<file path="src/rtl/lsu_param.sv">
// Load/store unit: accepts one core access at a time, issues a single memory strobe,
// extracts and extends load data, and reports misalignment, illegal-size or timeout faults.
module lsu_param #(
  parameter int unsigned ADDR_W  = 32,
  parameter int unsigned TIMEOUT = 255
) (
  input  logic              clk,
  input  logic              rst_n,
  input  logic              req_valid,
  output logic              req_ready,
  input  logic              req_wen,
  input  logic [1:0]        req_size,
  input  logic              req_signed,
  input  logic [ADDR_W-1:0] req_addr,
  input  logic [31:0]       req_wdata,
  output logic              resp_valid,
  input  logic              resp_ready,
  output logic [31:0]       resp_rdata,
  output logic              resp_fault,
  output logic              mem_req,
  output logic              mem_wen,
  output logic [ADDR_W-1:0] mem_addr,
  output logic [31:0]       mem_wdata,
  output logic [3:0]        mem_wmask,
  input  logic              mem_rvalid,
  input  logic [31:0]       mem_rdata
);

  typedef enum logic [1:0] {StIdle, StIssue, StRdWait, StResp} state_e;

  localparam logic [15:0] CntLast = 16'(TIMEOUT - 1);

  state_e              state_q;
  logic                wen_q;
  logic [1:0]          size_q;
  logic                signed_q;
  logic [ADDR_W-1:0]   addr_q;
  logic [31:0]         wdata_q;
  logic [31:0]         rdata_q;
  logic                fault_q;
  logic [15:0]         cnt_q;

  logic                req_bad;
  logic [3:0]          lane_mask;
  logic [31:0]         lane_wdata;
  logic [31:0]         rd_shift;
  logic [15:0]         rd_half;
  logic [31:0]         rd_ext;

  // Illegal size or misaligned address on the incoming request.
  always_comb begin
    req_bad = 1'b0;
    unique case (req_size)
      2'd0:    req_bad = 1'b0;
      2'd1:    req_bad = req_addr[0];
      2'd2:    req_bad = (req_addr[1:0] != 2'b00);
      default: req_bad = 1'b1;
    endcase
  end

  // Store lane mask and replicated write data from the registered request.
  always_comb begin
    lane_mask  = 4'b1111;
    lane_wdata = wdata_q;
    unique case (size_q)
      2'd0: begin
        lane_mask  = 4'b0001 << addr_q[1:0];
        lane_wdata = {4{wdata_q[7:0]}};
      end
      2'd1: begin
        lane_mask  = 4'b0011 << {addr_q[1], 1'b0};
        lane_wdata = {2{wdata_q[15:0]}};
      end
      default: begin
        lane_mask  = 4'b1111;
        lane_wdata = wdata_q;
      end
    endcase
  end

  // Load lane extraction with sign or zero extension.
  always_comb begin
    rd_shift = mem_rdata >> {addr_q[1:0], 3'b000};
    rd_half  = addr_q[1] ? mem_rdata[31:16] : mem_rdata[15:0];
    rd_ext   = mem_rdata;
    unique case (size_q)
      2'd0:    rd_ext = {{24{signed_q & rd_shift[7]}}, rd_shift[7:0]};
      2'd1:    rd_ext = {{16{signed_q & rd_half[15]}}, rd_half};
      default: rd_ext = mem_rdata;
    endcase
  end

  // Control FSM together with the request fields, response data and timeout counter.
  always_ff @(posedge clk or negedge rst_n) begin
    if (!rst_n) begin
      state_q  <= StIdle;
      wen_q    <= 1'b0;
      size_q   <= 2'd0;
      signed_q <= 1'b0;
      addr_q   <= '0;
      wdata_q  <= 32'd0;
      rdata_q  <= 32'd0;
      fault_q  <= 1'b0;
      cnt_q    <= 16'd0;
    end else begin
      unique case (state_q)
        StIdle: begin
          if (req_valid) begin
            wen_q    <= req_wen;
            size_q   <= req_size;
            signed_q <= req_signed;
            addr_q   <= req_addr;
            wdata_q  <= req_wdata;
            rdata_q  <= 32'd0;
            cnt_q    <= 16'd0;
            fault_q  <= req_bad;
            state_q  <= req_bad ? StResp : StIssue;
          end
        end
        StIssue: begin
          cnt_q   <= 16'd0;
          state_q <= wen_q ? StResp : StRdWait;
        end
        StRdWait: begin
          // Data arriving on the last allowed cycle still wins over the timeout.
          if (mem_rvalid) begin
            rdata_q <= rd_ext;
            fault_q <= 1'b0;
            state_q <= StResp;
          end else if (cnt_q == CntLast) begin
            rdata_q <= 32'd0;
            fault_q <= 1'b1;
            state_q <= StResp;
          end else begin
            cnt_q <= cnt_q + 16'd1;
          end
        end
        StResp: begin
          if (resp_ready) state_q <= StIdle;
        end
        default: state_q <= StIdle;
      endcase
    end
  end

  // Outputs decoded from registered state; req_ready is masked while reset is held.
  always_comb begin
    req_ready  = rst_n && (state_q == StIdle);
    resp_valid = (state_q == StResp);
    resp_rdata = rdata_q;
    resp_fault = fault_q && (state_q == StResp);
    mem_req    = (state_q == StIssue);
    mem_wen    = (state_q == StIssue) && wen_q;
    mem_wmask  = ((state_q == StIssue) && wen_q) ? lane_mask : 4'b0000;
    mem_addr   = {addr_q[ADDR_W-1:2], 2'b00};
    mem_wdata  = lane_wdata;
  end

endmodule

</file>
<file path="config.mk">
export PLATFORM = sky130hd
export DESIGN_NAME = lsu_param
export DESIGN_NICKNAME = d
export VERILOG_FILES = /design/src/rtl/lsu_param.sv
export SDC_FILE = /design/constraint.sdc
export NUM_CORES = 1
export LEC_CHECK = 0
export CAP_MARGIN = 30
export CORE_ASPECT_RATIO = 0.6
export CORE_MARGIN = 2
export CORE_UTILIZATION = 35
export DETAILED_ROUTE_END_ITERATION = 10
export SYNTH_ARGS = -nofsm -noshare
export SYNTH_HDL_FRONTEND = slang
export SYNTH_SLANG_ARGS = --single-unit
</file>
<file path="constraint.sdc">
create_clock -name clk -period 4.3 [get_ports clk]
set_input_delay 0.86 -clock clk [delete_from_list [all_inputs] [get_ports clk]]
set_output_delay 0.86 -clock clk [all_outputs]
set_load 0.05 [all_outputs]
</file>
==> implementation parameters <==
Parameter                              Value

Critical path
  Dominant delay contributor by cell family on the critical path ... buffers and inverters
  Crit path buf inv count ... 1
  Required time at the worst-slack endpoint ... 3.44 ns
  Capturing element type of the critical path ... output pin
  Worst endpoint data arrival time ... 2.71 ns
  Start point of the critical path ... size_q[0]$_DFFE_PN0P_
  Logic depth of the worst path, buffers included ... 4
  Worst setup path endpoint ... mem_wmask[0]
  Delay of the slowest cell on the worst path ... 0.72 ns
  Element type at the critical path start ... register
  Worst path cell trace ... nand2b_1 -> a21oi_1 -> nor2_1 -> clkdlybuf4s50_1
  Setup slack on the worst flop-to-flop path ... 1.74 ns
  Worst flop-to-flop path endpoint ... cnt_q[5]$_DFFE_PN0P_
  FF-to-FF Start ... state_q[0]$_DFFE_PN0P_
  Critical setup path kind ... register to output pin
  Max stage delay cell, worst path ... sky130_fd_sc_hd__clkdlybuf4s50_1
  Highest fanout seen on the critical path ... 18
  Cell depth of the worst flop-to-flop path ... 6

Power
  Leakage power summed over all cells ... 0.00363 µW
  Largest voltage drop on the vdd net ... 545 µV
  Post-layout total power ... 8290 µW
  Power density over the cells ... 940 nW/µm²

Route
  Iteration-0 DRC count of the detailed router ... 340
  Via/cell ratio ... 5.18
  Per-cell routed wire length ... 18.6 µm
  First-pass iteration count of the detailed router ... 4
  Post-detailed-route DRC marker count ... 0
  Antenna-violating nets left ... 0
  Post-Route WL ... 17300 µm
  Via total after detailed routing ... 4830

Yosys
  Most common cell in the synthesized netlist ... sky130_fd_sc_hd__dfrtp_1
  Area share of the largest cell type after synthesis ... 47.9%
  Dominant synthesized flop cell ... sky130_fd_sc_hd__dfrtp_1
  Seq/Total Area, Yosys ... 47.9%
  Per-instance average area after synthesis ... 11.9 µm²
  Number of flops mapped to enable cells by yosys ... 0
  Synthesis warning total ... 0
  Largest area contributor in the synthesized netlist ... sky130_fd_sc_hd__dfrtp_1
  Top post-synthesis cells by count ... sky130_fd_sc_hd__dfrtp_1 (119), sky130_fd_sc_hd__mux2_2 (85), sky130_fd_sc_hd__buf_4 (44)
  Cell Area, Synth ... 6210 µm²
  Post-Synthesis Cells ... 521
  Top post-synthesis cells by area ... sky130_fd_sc_hd__dfrtp_1 (48%), sky130_fd_sc_hd__mux2_2 (15%), sky130_fd_sc_hd__buf_4 (5.3%)
  Number of storage elements in the synthesis netlist ... 119
  Share of synthesized flip-flops with an asynchronous set or reset ... 100%
  Number of distinct standard cells referenced by the synthesized netlist ... 49

Global route
  Antenna violations before repair ... 0
  Overall Global Routing Usage ... 18.6%
  Maximum number of pins on one net before global-route repair ... 72
  First-pass GRT wire length ... 27100 µm
  Total grt overflow ... 0
  Vias in the first global route ... 4865

Finish
  Final instance area ... 8830 µm²
  Area overhead of the layout relative to synthesis ... 42.1%
  Nets ... 799
  Number of cells in the finished layout apart from fillers ... 933
  Fraction of final layout cells with drive strength greater than 1 ... 19.6%
  Number of antenna diodes ... 0

Clock tree
  Number of buffers created by CTS ... 17
  Insertion delay to the later sink of the worst-skew pair ... 0.41 ns
  Longest Clk Path Bufs ... 2
  Buffer type at the clock tree root ... sky130_fd_sc_hd__clkbuf_16
  Clock transition at the registers of the reported paths ... 0.06 ns
  Number of sinks on the clock net ... 119
  Post-CTS setup buffers ... 0
  Clock tree from TritonCTS ... built
  H-tree depth ... 4
  Hold buffer count at cts ... 0
  Number of instances resized during post-cts repair ... 0

Placement
  Weighted congestion reported at the end of routability-driven placement ... 0.829
  Detailed-placement wirelength estimate ... 12400 µm
  Cell count after placement ... 901
  Post-Place Cell Area ... 8190 µm²
  Port Buffers ... 207

Floorplanning
  Die area ... 18900 µm²
  Placement row count ... 37
  Floorplan core area ... 17300 µm²
  Height of the chip ... 107 µm
  Starting density of the core ... 36.0%
  DIE WIDTH ... 176 µm
  I/O pin total ... 210

STA
  Max frequency ... 0.280 GHz
  Skew final ... 0.0121 ns
  Setup TNS ... 0 ns
  Shortest clock period the worst path allows after layout ... 3.57 ns
  RSZ-0062 raised after global routing ... no
  Ratio of final minimum period to clock period ... 82.9%
  Worst slew margin ... 34.2%
  Final Max Tran Viols ... 0
  Slew at the pin closest to its max-slew limit ... 0.987 ns
  Endpoints failing hold ... 0
  Setup Viol. Count Final ... 0

Run status
  Result of the run ... finished, final reports clean

Job
  Max cap viols ... 0

Min path
  Kind of path behind the tightest hold check ... register to register
[area by class of cell]
| type | count | area [µm²] |
|---|---|---|
| fill | 1519 | 8440 |
| sequential | 119 | 2980 |
| multi-input combinational | 320 | 2720 |
| timing repair buffer | 217 | 2160 |
| clock buffer | 19 | 433 |
| tap | 234 | 293 |
| clock inverter | 13 | 204 |
| inverter | 11 | 41.3 |
[where the power goes]
part / internal, µW / switching [µW]
Combinational: 1790 / 2980
Sequential: 1590 / 364
Clock: 1030 / 534
Total: 4410 / 3880
[cell usage in the layout (no fill, tap or decap), types with 11 or more instances in the layout]
| cell | Yosys | routed |
|---|---|---|
| sky130_fd_sc_hd__mux2i_1 | 25 | 25 |
| sky130_fd_sc_hd__a22o_1 | 15 | 15 |
| sky130_fd_sc_hd__o21ai_0 | 13 | 13 |
| sky130_fd_sc_hd__a21oi_1 | 13 | 13 |
| sky130_fd_sc_hd__a221o_1 | 24 | 24 |
| sky130_fd_sc_hd__nand2b_1 | 11 | 11 |
| sky130_fd_sc_hd__mux2_2 | 85 | 85 |
| sky130_fd_sc_hd__nand2_1 | 34 | 33 |
| sky130_fd_sc_hd__dfrtp_1 | 119 | 119 |
| sky130_fd_sc_hd__clkbuf_16 | 0 | 17 |
| sky130_fd_sc_hd__clkdlybuf4s50_1 | 0 | 206 |
[stage by stage]
stage                     utilization, %  setup WS (ns)  hold slack (ns)
after floorplan                        -           1.16            0.474
after global placement              47.4           1.28            0.479
after detailed placement            47.4           1.19            0.477
after CTS                           51.1          0.733            0.496
after global routing                51.1          0.595            0.508
final                               51.1          0.734            0.492
[state kept, by name (all words and copies together) (netlist names)]
name	flops
resp_rdata	32
size_q	2
signed_q	1
wen_q	1
fault_q	1
wdata_q	32
cnt_q	16
addr_q	32
state_q	2
[logic make-up (layout without fill, tap and decap cells)]
kind of cell / count (synthesis) / count (layout) / share of synthesized area (%)
mux: 111 / 111 / 19.8
simple gates: 101 / 101 / 9.47
flops: 119 / 119 / 47.9
buf+inv: 83 / 260 / 8.38
compound gates: 98 / 98 / 12.7
fa+ha+maj: 8 / 8 / 1.61
other cells: 1 / 2 / 0.0604
[layer usage]
layer | routed length, µm | GRT usage, % | part of all wire (%)
met4 | 119 | 5.67 | 0.69
met5 | 0 | 0 | 0
met3 | 1420 | 5.92 | 8.2
met1 | 8500 | 27.3 | 49
met2 | 7310 | 25.9 | 42
[worst reg2reg max path, stage by stage (launching register included)]
cell and delay (ns):
sky130_fd_sc_hd__dfrtp_1 0.41, sky130_fd_sc_hd__inv_1 0.12, sky130_fd_sc_hd__ha_1 0.32, sky130_fd_sc_hd__and2_4 0.21, sky130_fd_sc_hd__or3_1 0.64, sky130_fd_sc_hd__or4_1 0.61, sky130_fd_sc_hd__a21oi_1 0.17
[how the worst min path moves through the flow]
stage                                    startpoint                   endpoint  slack [ns]  cells past startpoint
final                     resp_rdata[0]$_DFFE_PN0P_  resp_rdata[0]$_DFFE_PN0P_        0.49                      1
after global routing      resp_rdata[3]$_DFFE_PN0P_  resp_rdata[3]$_DFFE_PN0P_        0.51                      1
after CTS                 resp_rdata[3]$_DFFE_PN0P_  resp_rdata[3]$_DFFE_PN0P_        0.50                      1
after detailed placement  resp_rdata[3]$_DFFE_PN0P_  resp_rdata[3]$_DFFE_PN0P_        0.48                      1
after global placement    resp_rdata[3]$_DFFE_PN0P_  resp_rdata[3]$_DFFE_PN0P_        0.48                      1
after floorplan             wdata_q[16]$_DFFE_PN0P_    wdata_q[16]$_DFFE_PN0P_        0.47                      1
(Power assumes the default switching activity.)
==> variant: new RTL, config.mk and constraints unchanged <==
The parameter `ADDR_W` goes from 32 to 48.
--- a/src/rtl/lsu_param.sv
+++ b/src/rtl/lsu_param.sv
@@ -1,7 +1,7 @@
 // Load/store unit: accepts one core access at a time, issues a single memory strobe,
 // extracts and extends load data, and reports misalignment, illegal-size or timeout faults.
 module lsu_param #(
-  parameter int unsigned ADDR_W  = 32,
+  parameter int unsigned ADDR_W  = 48,
   parameter int unsigned TIMEOUT = 255
 ) (
   input  logic              clk,
Interface: changed (resized mem_addr and req_addr); port bits go from 210 to 242. The function was not compared with the original's and may differ.
==> variant against the original RTL <==
  * Setup slack improved by 0.22 ns
  * Largest power group unchanged
  * Sequential cell count increased by 16
  * Critical path depth unchanged
  * Largest cell class unchanged
  * Combinational power increased by 7.9%
  * Routed wire length increased by 14%
  * Final area increased by 11%
  * Hold slack got worse by 0.16 ns
  * Synthesized area increased by 12%
  * Sequential power increased by 8%
  * Die area increased by 12%
  * Via count increased by 10%
  * Critical path type unchanged
  * Total power increased by 5.9%
==> variant: results <==
group,metric,value,unit
route,drt-initial-drc-count,292,
route,wl_met3,1980,um
placed_design,dp_cells,1017,
global_route,grtUsageTotal,19.3,%
layout,fill_cells,1694,
run_status,status,"completed",
critical_path,worstSetupStartpoint,"size_q[1]",
placed_design,place.port_buffers,239,
route,drt-vias-per-instance,5.06,
route,highest_layer,"met5",
synthesis,netlist_top_cells_count,"135 x dfrtp_1, 103 x mux2_2, 59 x buf_4",
layout,layout.nets,901,
min_path,hp-class,"input port to async pin",
route,num_vias,5319,
global_route,grt_max_degree,57,
global_route,grt_pass1_vias,5627,
placed_design,postPlaceCellArea,0.00919,mm2
power,p_leak,4.12,nW
global_route,antenna_found_initial,1,
power,internal_power,4.62,mW
power,cellPowerDensity,895,mW/mm2
critical_path,rrSetupSlack,1.69,ns
critical_path,rr_endpoint,"resp_rdata[1]",
layout,drive_above_1_share,19.9,%
synthesis,syn-instance-count,590,
timing,fin_worst_skew,0.00759,ns
route,wl_met1,8570,um
timing,whs,0.333,ns
critical_path,cp_max_fo,45,
timing,finalWorstSetupSlack,0.954,ns
global_route,grt_pass1_wl,31100,um
placed_design,pre_cts_slack,1.17,ns
critical_path,reg2reg_depth,7,
==> variant: changes by cell type in the layout (fill, tap and decap cells not counted), sizes merged, moves of 4 or more <==
cell and delta:
o211ai +5, a22o -7, o221ai -8, mux2 +23
dfrtp +16, a21oi +6, inv +15, a2bb2oi +7
o22ai +6, or4 -4, clkdlybuf4s50 +32, o2bb2ai -8
==> variant: logic make-up (layout without fill, tap and decap cells) <==
family | count (synthesis) | in the layout | synth area share, %
simple gates | 98 | 98 | 7.72
flops | 135 | 135 | 48.6
compound gates | 102 | 102 | 11.2
buf+inv | 111 | 305 | 9.46
other cells | 1 | 2 | 0.0539
fa+ha+maj | 8 | 8 | 1.44
mux | 135 | 135 | 21.6
==> variant: layout make-up <==
type | count | share of cell area, %
Timing Repair Buffer | 249 | 25.2
Inverter | 24 | 0.918
Clock inverter | 14 | 1.77
Sequential cell | 135 | 34.4
Clock buffer | 18 | 4.37
Tap cell | 266 | 3.39
Multi-Input combinational cell | 345 | 29.9
==> variant: routing by layer <==
layer / vias up / track usage (%)
met2: 197 / 30.0
met3: 21 / 8.18
li1: 2453 / -
met5: - / 0
met4: 2 / 4.83
met1: 2646 / 24.8
==> variant: power groups by stage <==
stage | Clock [mW] | Combinational, mW | Sequential (mW)
2_1_floorplan | 0 | 3.73 | 2.26
3_3_place_gp | 0 | 5.12 | 2.10
3_5_place_dp | 0 | 5.17 | 2.13
4_1_cts | 1.54 | 5.19 | 2.12
5_1_grt | 1.60 | 5.43 | 2.19
6_report | 1.51 | 5.16 | 2.12
